File: config.mk
export PLATFORM = sky130hd
export DESIGN_NAME = operand_feeder_flat
export DESIGN_NICKNAME = d
export VERILOG_FILES = /design/src/rtl/operand_feeder_if.sv /design/src/rtl/operand_feeder.sv /design/src/flat_wrapper.sv
export SDC_FILE = /design/constraint.sdc
export NUM_CORES = 1
export LEC_CHECK = 0
export BUFFER_PORTS_ARGS = -buffer_cell sky130_fd_sc_hd__buf_2
export CORE_UTILIZATION = 40
export CTS_CLUSTER_DIAMETER = 100
export DETAILED_ROUTE_END_ITERATION = 7
export SLEW_MARGIN = 30
export SYNTH_ARGS = -nofsm -noshare
export SYNTH_HDL_FRONTEND = slang
export SYNTH_SLANG_ARGS = --single-unit
File: constraint.sdc
create_clock -name clk -period 5.8 [get_ports clk]
set_input_delay 0.29 -clock clk [delete_from_list [all_inputs] [get_ports clk]]
set_output_delay 0.29 -clock clk [all_outputs]
set_load 0.02 [all_outputs]
File: src/rtl/operand_feeder_if.sv
// Signal bundle between the operand loader (master) and operand_feeder (slave).
// It carries the byte-wide write port, the skewed edge operands and the status flags.
interface operand_feeder_if #(
    parameter int DATA_W = 8
);
    logic              load_en;
    logic              load_sel_ab;
    logic [1:0]        load_index;
    logic [DATA_W-1:0] in_data;

    logic [DATA_W-1:0] a_in0;
    logic [DATA_W-1:0] a_in1;
    logic [DATA_W-1:0] b_in0;
    logic [DATA_W-1:0] b_in1;
    logic              feed_valid;
    logic              acc_clr;
    logic              busy;
    logic              done;
    logic              overrun;
    logic [7:0]        loaded;

    modport master (
        output load_en, load_sel_ab, load_index, in_data,
        input  a_in0, a_in1, b_in0, b_in1,
        input  feed_valid, acc_clr, busy, done, overrun, loaded
    );

    modport slave (
        input  load_en, load_sel_ab, load_index, in_data,
        output a_in0, a_in1, b_in0, b_in1,
        output feed_valid, acc_clr, busy, done, overrun, loaded
    );
endinterface

File: src/rtl/operand_feeder.sv
// Collects the 2x2 int8 A and B operands, then clears the array and feeds them
// diagonally skewed into its edges over three cycles.
module operand_feeder #(
    parameter int DATA_W = 8,
    parameter int N      = 2
) (
    input  logic             clk,
    input  logic             rst,
    operand_feeder_if.slave  bus
);
    localparam int NUM_OPS = 2 * N * N;

    typedef enum logic [1:0] {
        S_IDLE  = 2'd0,
        S_CLEAR = 2'd1,
        S_FEED  = 2'd2
    } state_t;

    state_t               state_q, state_d;
    logic [1:0]           step_q, step_d;
    logic [NUM_OPS-1:0]   loaded_q, loaded_d;
    logic                 done_q, done_d;
    logic                 overrun_q, overrun_d;
    logic                 busy_q, busy_d;
    logic                 acc_clr_q, acc_clr_d;
    logic                 feed_valid_q, feed_valid_d;
    logic [DATA_W-1:0]    a0_q, a0_d, a1_q, a1_d, b0_q, b0_d, b1_q, b1_d;

    logic                 wr_en;
    logic [2:0]           wr_addr;
    logic [NUM_OPS*DATA_W-1:0] op_flat;

    // Writes are only honoured while idle; anything else counts as an overrun.
    assign wr_en   = (state_q == S_IDLE) && bus.load_en;
    assign wr_addr = {bus.load_sel_ab, bus.load_index};

    // Element k of op_flat: 0..3 = A{00,01,10,11}, 4..7 = B{00,01,10,11}.
    generate
        for (genvar gi = 0; gi < NUM_OPS; gi++) begin : g_op
            logic [DATA_W-1:0] elem_q;
            always_ff @(posedge clk or posedge rst) begin
                if (rst) begin
                    elem_q <= '0;
                end else if (wr_en && (wr_addr == 3'(gi))) begin
                    elem_q <= bus.in_data;
                end
            end
            assign op_flat[gi*DATA_W +: DATA_W] = elem_q;
        end
    endgenerate

    function automatic logic [DATA_W-1:0] op(input int k);
        return op_flat[k*DATA_W +: DATA_W];
    endfunction

    always_comb begin
        state_d      = state_q;
        step_d       = step_q;
        loaded_d     = loaded_q;
        done_d       = done_q;
        overrun_d    = bus.load_en && (state_q != S_IDLE);
        a0_d         = '0;
        a1_d         = '0;
        b0_d         = '0;
        b1_d         = '0;

        case (state_q)
            S_IDLE: begin
                if (wr_en) begin
                    loaded_d = loaded_q | (NUM_OPS'(1) << wr_addr);
                    done_d   = 1'b0;
                end
                if (loaded_d == {NUM_OPS{1'b1}}) begin
                    state_d = S_CLEAR;
                end
            end
            S_CLEAR: begin
                state_d = S_FEED;
                step_d  = 2'd0;
            end
            S_FEED: begin
                if (step_q == 2'd2) begin
                    state_d  = S_IDLE;
                    step_d   = 2'd0;
                    loaded_d = '0;
                    done_d   = 1'b1;
                end else begin
                    step_d = step_q + 2'd1;
                end
            end
            default: state_d = S_IDLE;
        endcase

        // Row i sees A[i][k] at step k+i, column j sees B[k][j] at step k+j.
        if (state_d == S_FEED) begin
            case (step_d)
                2'd0: begin
                    a0_d = op(0);
                    b0_d = op(4);
                end
                2'd1: begin
                    a0_d = op(1);
                    a1_d = op(2);
                    b0_d = op(6);
                    b1_d = op(5);
                end
                2'd2: begin
                    a1_d = op(3);
                    b1_d = op(7);
                end
                default: ;
            endcase
        end

        busy_d       = (state_d != S_IDLE);
        acc_clr_d    = (state_d == S_CLEAR);
        feed_valid_d = (state_d == S_FEED);
    end

    always_ff @(posedge clk or posedge rst) begin
        if (rst) begin
            state_q      <= S_IDLE;
            step_q       <= 2'd0;
            loaded_q     <= '0;
            done_q       <= 1'b0;
            overrun_q    <= 1'b0;
            busy_q       <= 1'b0;
            acc_clr_q    <= 1'b0;
            feed_valid_q <= 1'b0;
            a0_q         <= '0;
            a1_q         <= '0;
            b0_q         <= '0;
            b1_q         <= '0;
        end else begin
            state_q      <= state_d;
            step_q       <= step_d;
            loaded_q     <= loaded_d;
            done_q       <= done_d;
            overrun_q    <= overrun_d;
            busy_q       <= busy_d;
            acc_clr_q    <= acc_clr_d;
            feed_valid_q <= feed_valid_d;
            a0_q         <= a0_d;
            a1_q         <= a1_d;
            b0_q         <= b0_d;
            b1_q         <= b1_d;
        end
    end

    assign bus.a_in0      = a0_q;
    assign bus.a_in1      = a1_q;
    assign bus.b_in0      = b0_q;
    assign bus.b_in1      = b1_q;
    assign bus.feed_valid = feed_valid_q;
    assign bus.acc_clr    = acc_clr_q;
    assign bus.busy       = busy_q;
    assign bus.done       = done_q;
    assign bus.overrun    = overrun_q;
    assign bus.loaded     = loaded_q;
endmodule

File: src/flat_wrapper.sv
// flat-port wrapper written by rule: the top's interface ports become plain ports
module operand_feeder_flat 
#(
    parameter int DATA_W = 8,
    parameter int N      = 2
)
  (clk, rst, bus_load_en, bus_load_sel_ab, bus_load_index, bus_in_data, bus_a_in0, bus_a_in1, bus_b_in0, bus_b_in1, bus_feed_valid, bus_acc_clr, bus_busy, bus_done, bus_overrun, bus_loaded);
  operand_feeder_if #(.DATA_W(DATA_W)) bus_i ();
  input  logic clk;
  input  logic rst;
  input wire logic [$bits(bus_i.load_en)-1:0] bus_load_en;
  input wire logic [$bits(bus_i.load_sel_ab)-1:0] bus_load_sel_ab;
  input wire logic [$bits(bus_i.load_index)-1:0] bus_load_index;
  input wire logic [$bits(bus_i.in_data)-1:0] bus_in_data;
  output wire logic [$bits(bus_i.a_in0)-1:0] bus_a_in0;
  output wire logic [$bits(bus_i.a_in1)-1:0] bus_a_in1;
  output wire logic [$bits(bus_i.b_in0)-1:0] bus_b_in0;
  output wire logic [$bits(bus_i.b_in1)-1:0] bus_b_in1;
  output wire logic [$bits(bus_i.feed_valid)-1:0] bus_feed_valid;
  output wire logic [$bits(bus_i.acc_clr)-1:0] bus_acc_clr;
  output wire logic [$bits(bus_i.busy)-1:0] bus_busy;
  output wire logic [$bits(bus_i.done)-1:0] bus_done;
  output wire logic [$bits(bus_i.overrun)-1:0] bus_overrun;
  output wire logic [$bits(bus_i.loaded)-1:0] bus_loaded;
  assign bus_i.load_en = bus_load_en;
  assign bus_i.load_sel_ab = bus_load_sel_ab;
  assign bus_i.load_index = bus_load_index;
  assign bus_i.in_data = bus_in_data;
  assign bus_a_in0 = bus_i.a_in0;
  assign bus_a_in1 = bus_i.a_in1;
  assign bus_b_in0 = bus_i.b_in0;
  assign bus_b_in1 = bus_i.b_in1;
  assign bus_feed_valid = bus_i.feed_valid;
  assign bus_acc_clr = bus_i.acc_clr;
  assign bus_busy = bus_i.busy;
  assign bus_done = bus_i.done;
  assign bus_overrun = bus_i.overrun;
  assign bus_loaded = bus_i.loaded;
  operand_feeder #(.DATA_W(DATA_W), .N(N)) u_core (.clk(clk), .rst(rst), .bus(bus_i));
endmodule
# Word level (Yosys, flattened, before mapping)
# Index checks and enable logic that the tools add are counted.
totals:
  reg_bits: 113
  out_inout_bits: 45
  elab_cells: 78
classes:
  mux: 20
  n_reduce_logical: 18
  n_bitwise: 1
  shifts: 1
  eq_ne: 17
  addsub: 1
ops:
  columns: ["op", "count"]
  rows:
  - ["$pmux W8 S2", 5]
  - ["$mux W8", 7]
  - ["$eq A3 B3 Y1 const B", 4]
  - ["$logic_and A1 B1 Y1", 10]
  - ["$eq A2 B2 Y1 const B", 4]
  - ["$eq A8 B8 Y1 const B", 1]
  - ["$or A8 B8 Y8", 1]
  - ["$shl A1 B3 Y8 const A", 1]
  - ["$eq A2 B1 Y1 const B", 3]
  - ["$eq A3 B2 Y1 const B", 2]
  - ["$mux W2", 3]
  - ["$pmux W2 S3", 1]
  - ["$reduce_bool A2 Y1", 3]
  - ["$logic_not A2 Y1", 2]
  - ["$ne A2 B1 Y1 const B", 2]
  - ["$pmux W2 S2", 1]
  - ["$eq A3 B1 Y1 const B", 1]
  - ["$logic_not A3 Y1", 1]
  - ["$reduce_and A3 Y1", 1]
  - ["$add A2 B1 Y2 const B", 1]
  - ["$mux W1", 2]
  - ["$pmux W1 S2", 1]
  - ["$reduce_and A2 Y1", 1]

# Depth between registers and ports, before layout
depth:
  ltp_word: 9
  depth_mapped: 10
  depth_no_buf: 8

# Least setup slack after synthesis
# OpenSTA, ideal clock, no wires.
synth_timing:
  path_kind: "register to register"
  startpoint: "reg u_core.state_q[1]"
  endpoint: "reg u_core.a1_q[0], in the netlist u_core.bus.a_in1[0]"
  t_required_ns: 5.712
  setup_slack_ns: 3.628
  t_arrival_ns: 2.084
  path_buffers: 2
  path_stages_with_launch: 11
  period_less_slack_ns: 2.172
  cell_sequence: "dfrtp_1 inv_1 ha_1 nand3_1 mux2_2 inv_1 ha_1 clkbuf_1 clkbuf_1 a22oi_1 nor3b_1"
synth_lines:
  columns: ["element", "line", "source"]
  rows:
  - ["start, declared", "operand_feeder.sv:19", "state_t state_q, state_d;"]
  - ["start signal, assigned", "operand_feeder.sv:135", "state_q <= state_d;"]
  - ["$eq A2 B2 Y1 / $eq A2 B1 Y1 (equally long branches)", "operand_feeder.sv:67", "case (state_q)"]
  - ["$pmux W2 S2 *", "operand_feeder.sv:67", null]
  - ["via u_core.step_d[1]", "operand_feeder.sv:20", "logic [1:0] step_q, step_d;"]
  - ["$eq A2 B2 Y1 / $eq A2 B1 Y1 (equally long branches)", "operand_feeder.sv:96", "case (step_d)"]
  - ["$pmux W8 S2 *", "operand_feeder.sv:96", null]
  - ["$mux W8 *", "operand_feeder.sv:95", "if (state_d == S_FEED) begin"]
  - ["via u_core.a1_d[0]", "operand_feeder.sv:27", "logic [DATA_W-1:0] a0_q, a0_d, a1_q, a1_d, b0_q, b0_d, b1_q, b1_d;"]
  - ["end signal, assigned", "operand_feeder.sv:131", "a1_q <= '0;"]
  - ["end signal, assigned", "operand_feeder.sv:144", "a1_q <= a1_d;"]
  - ["end, declared", "operand_feeder.sv:27", null]
# Mark *: on every way through the listed nets, which the timed path passes. The rest lies on a longest branch. The select of a mux whose other input is x is not followed.
# A chain may end at the register's enable or synchronous reset.

# Final worst setup path
layout_timing:
  startpoint: "reg u_core.state_q[1]"
  endpoint: "reg u_core.b0_q[4], in the netlist u_core.bus.b_in0[4]"
layout_between:
  elab_chain_len: 9
layout_rtl:
  columns: ["element", "line", "source"]
  rows:
  - ["$logic_not A2 Y1", "operand_feeder.sv:34, operand_feeder.sv:67", null]
  - ["$logic_and A1 B1 Y1", "operand_feeder.sv:34", "assign wr_en = (state_q == S_IDLE) && bus.load_en;"]
  - ["$mux W8", "operand_feeder.sv:69", "if (wr_en) begin"]
  - ["$mux W8", "operand_feeder.sv:67", null]
  - ["$eq A8 B8 Y1", "operand_feeder.sv:73", "if (loaded_d == {NUM_OPS{1'b1}}) begin"]
  - ["$mux W2", "operand_feeder.sv:73", null]
  - ["$pmux W2 S3", "operand_feeder.sv:67", null]
  - ["$eq A2 B2 Y1", "operand_feeder.sv:95", null]
  - ["$mux W8 *", "operand_feeder.sv:95", null]
  - ["via u_core.b0_d[4]", "operand_feeder.sv:27", null]
  - ["end signal, assigned", "operand_feeder.sv:132", "b0_q <= '0;"]
  - ["end signal, assigned", "operand_feeder.sv:145", "b0_q <= b0_d;"]
  - ["end, declared", "operand_feeder.sv:27", null]
# Marked as above.

==> flow_summary.ini <==
[route]
wl_um = 9660
num_vias = 2905
drtIter0Drc = 156
vias_per_cell = 5.21
firstDrtPassIters = 4
ant_nets = 0
wl_per_cell_um = 17.3
drc_errors = 0

[sta]
worstMarginPinSlew_ns = 0.751
rsz0062_at_grt = false
period_share = 0.470
maxSlewViolCount = 0
final-setup-viol-count = 0
period_minus_slack_ns = 2.73
layout_setup_ws_ns = 3.07
slew_headroom = 0.499
fin_setup_tns_ns = 0
worst_hold_slack_ns = 0.182
hold_violations = 0
skew_ns = 0.0104
fmax_mhz = 367

[pwr]
ir_drop_v = 0.000340
swShare = 0.340
combPwrFrac = 0.325
clkPwrFrac = 0.301
powerDensity_mw_per_mm2 = 594
finalPower_mw = 3.35
p_int_mw = 2.21
p_sw_mw = 1.14
seqPwrFrac = 0.373
p_leak_nw = 2.57

[floorplanning]
ios = 59
start_util = 0.409
die_width_um = 110
core_area_mm2 = 0.0114
fp-row-count = 39
die_y_um = 110
die_area_mm2 = 0.0121

[logic_synthesis]
synth-compound-area-share = 0.0852
syn_inst = 342
synth-seq-area-share = 0.606
ys_ff_latch = 113
synth_fp_nets = 363
ys_types = 28
synth_top_family_by_area = multiplexers
yosys.area_share.simple = 0.0978
synthMuxAreaShare = 0.159
ys_warn_count = 0
synth_area_mm2 = 0.00467
synth-xor-area-share = 0
synthAdderAreaFrac = 0.0188
synth_edf_count = 0
avgSynthCellArea_um2 = 13.7
yosys_most_used_dff = dfrtp_1
async_flop_share = 1.00

[clocking]
cts_tree = built
root_buffer = clkbuf_16
clkTransAtPathRegs_ns = 0.06
cts_resized = 0
insertion_delay_ns = 0.40
cts_sinks = 113
htree_levels = 4
cts_buffers = 17
cts_buffer_depth = 2

[setup_path]
reg2regPathDepth = 9
arrival_ns = 2.99
r2r_end = u_core.bus.b_in0[4]
endpoint_kind = register
cp.required_ns = 6.06
reg2reg_slack_ns = 3.07
startpoint_type = register
worst-path-max-fanout = 33
rr_startpoint = u_core.state_q[1]
path_class = reg -> reg

[placed_design]
place_ws_ns = 3.09
gp_congestion = 0.791
hpwl_um = 6060
io_buffers = 58

[global_route]
grtUsageTotal = 0.177
grt_max_degree = 86
grt_pass1_wl_um = 15400
antenna_found_initial = 0
grt_pass1_vias = 2848
gr-total-overflow = 0

[final_layout]
n_antenna_cell = 0
final_nets = 423
syn_to_final_growth_pct = 20.8
drive_gt1_frac = 0.419

[hold_path]
min_from = bus_load_en
hold_path.class = in -> reg
hold_depth = 2
holdPathEnd = u_core.bus.overrun

[run]
maxCapViolCount = 0

[run_status]
status = complete, no violations
## critical path: stages (launching register included)
cell	delay (ns)
dfrtp_1	0.42
inv_1	0.10
ha_1	0.31
and3_1	0.37
a21oi_1	0.15
nor4_4	0.36
a21oi_2	0.13
o211ai_4	0.16
buf_4	0.44
nor2_1	0.13
## state kept, by name, summed over array words and instances, names as in the netlist
signal	flops
u_core.bus.b_in0	8
u_core.bus.busy	1
u_core.g_op.elem_q	64
u_core.state_q	2
u_core.bus.a_in0	8
u_core.step_q	2
u_core.bus.overrun	1
u_core.bus.loaded	8
u_core.bus.feed_valid	1
u_core.bus.acc_clr	1
u_core.bus.a_in1	8
u_core.bus.b_in1	8
u_core.bus.done	1
## logic make-up (layout without fill, tap and decap cells)
family,after synthesis,after routing
flops,113,113
buf+inv,32,105
simple gates,67,67
mux,66,66
fa+ha+maj,7,7
compound gates,57,57
## worst max path at each step
stage,startpoint,to,depth (start not counted)
after floorplan,rst,u_core.bus.a_in0[0],1
final,u_core.state_q[1],u_core.bus.b_in0[4],9
after detailed placement,u_core.state_q[1],u_core.bus.a_in0[2],9
after CTS,u_core.state_q[1],u_core.bus.a_in0[5],9
after global placement,u_core.state_q[1],u_core.bus.a_in0[2],9
after global routing,u_core.state_q[1],u_core.bus.a_in0[5],9
## power by group through the flow
stage               Clock (mW)  Combinational [mW]  Sequential, mW
global placement             0                1.08            1.25
CTS                       1.02                1.11            1.25
global route              1.08                1.21            1.29
detailed placement           0                1.10            1.26
floorplan                    0               0.807            1.30
finish                    1.01                1.09            1.25
## metal layers
layer,global-route usage,vias up,wire length [µm]
li1,-,1325,-
met1,0.235,1516,4570
met2,0.273,62,4660
met3,0.0629,2,403
met4,0.0486,0,28
met5,0,-,0
## per-stage QoR
stage | util | instances | area, µm²
4_1_cts | 0.494 | 558 | 5640
6_report | 0.494 | 558 | 5640
3_3_place_gp | 0.442 | 525 | 5050
2_1_floorplan | - | 342 | 4670
3_5_place_dp | 0.442 | 525 | 5050
5_1_grt | 0.494 | 558 | 5640
## layout make-up
cell class	count	area [µm²]
Multi-Input combinational cell	197	1680
Tap cell	143	179
Fill cell	1020	5780
Inverter	11	43.8
Clock inverter	12	134
Clock buffer	20	447
Timing Repair Buffer	62	327
Sequential cell	113	2830
## placed cells by master, fill, tap and decap left out, drive strengths merged
cell type,synthesis,final
dfrtp,113,113
mux2,65,65
buf,5,61
a22oi,32,32
nor2,26,26
clkbuf,16,20
a21oi,17,17
nor3b,16,16
inv,11,13
and2,7,7
ha,7,7
nand2,5,5
clkinvlp,0,5
nor2b,4,4
a31oi,3,3
clkinv,0,3
and3,2,2
nand2b,2,2
nor4,2,2
bufinv,0,2
and3b,1,1
a21boi,1,1
nand3,1,1
o31a,1,1
o21a,1,1
o21ai,1,1
o211ai,1,1
nor3,1,1
mux2i,1,1
dlygate4sd3,0,1
## cell usage after synthesis, drive strengths merged (3+ instances only)
cell    count  share of area
a21oi      17          0.019
inv        11         0.0088
a22oi      32          0.051
nor3b      16          0.040
buf         5          0.012
and2        7         0.0094
nand2       5         0.0040
a31oi       3         0.0040
ha          7          0.019
clkbuf     16          0.013
nor2b       4         0.0054
mux2       65           0.16
dfrtp     113           0.61
nor2       26          0.021
## what timing repair did
item / CTS / global route
endpoints found under the setup margin: 0 / 0
buffers inserted: 0 / 0
hold endpoints to repair: 28 / 0
hold buffers: 1 / 0
Power figures use the tool's default switching activity.
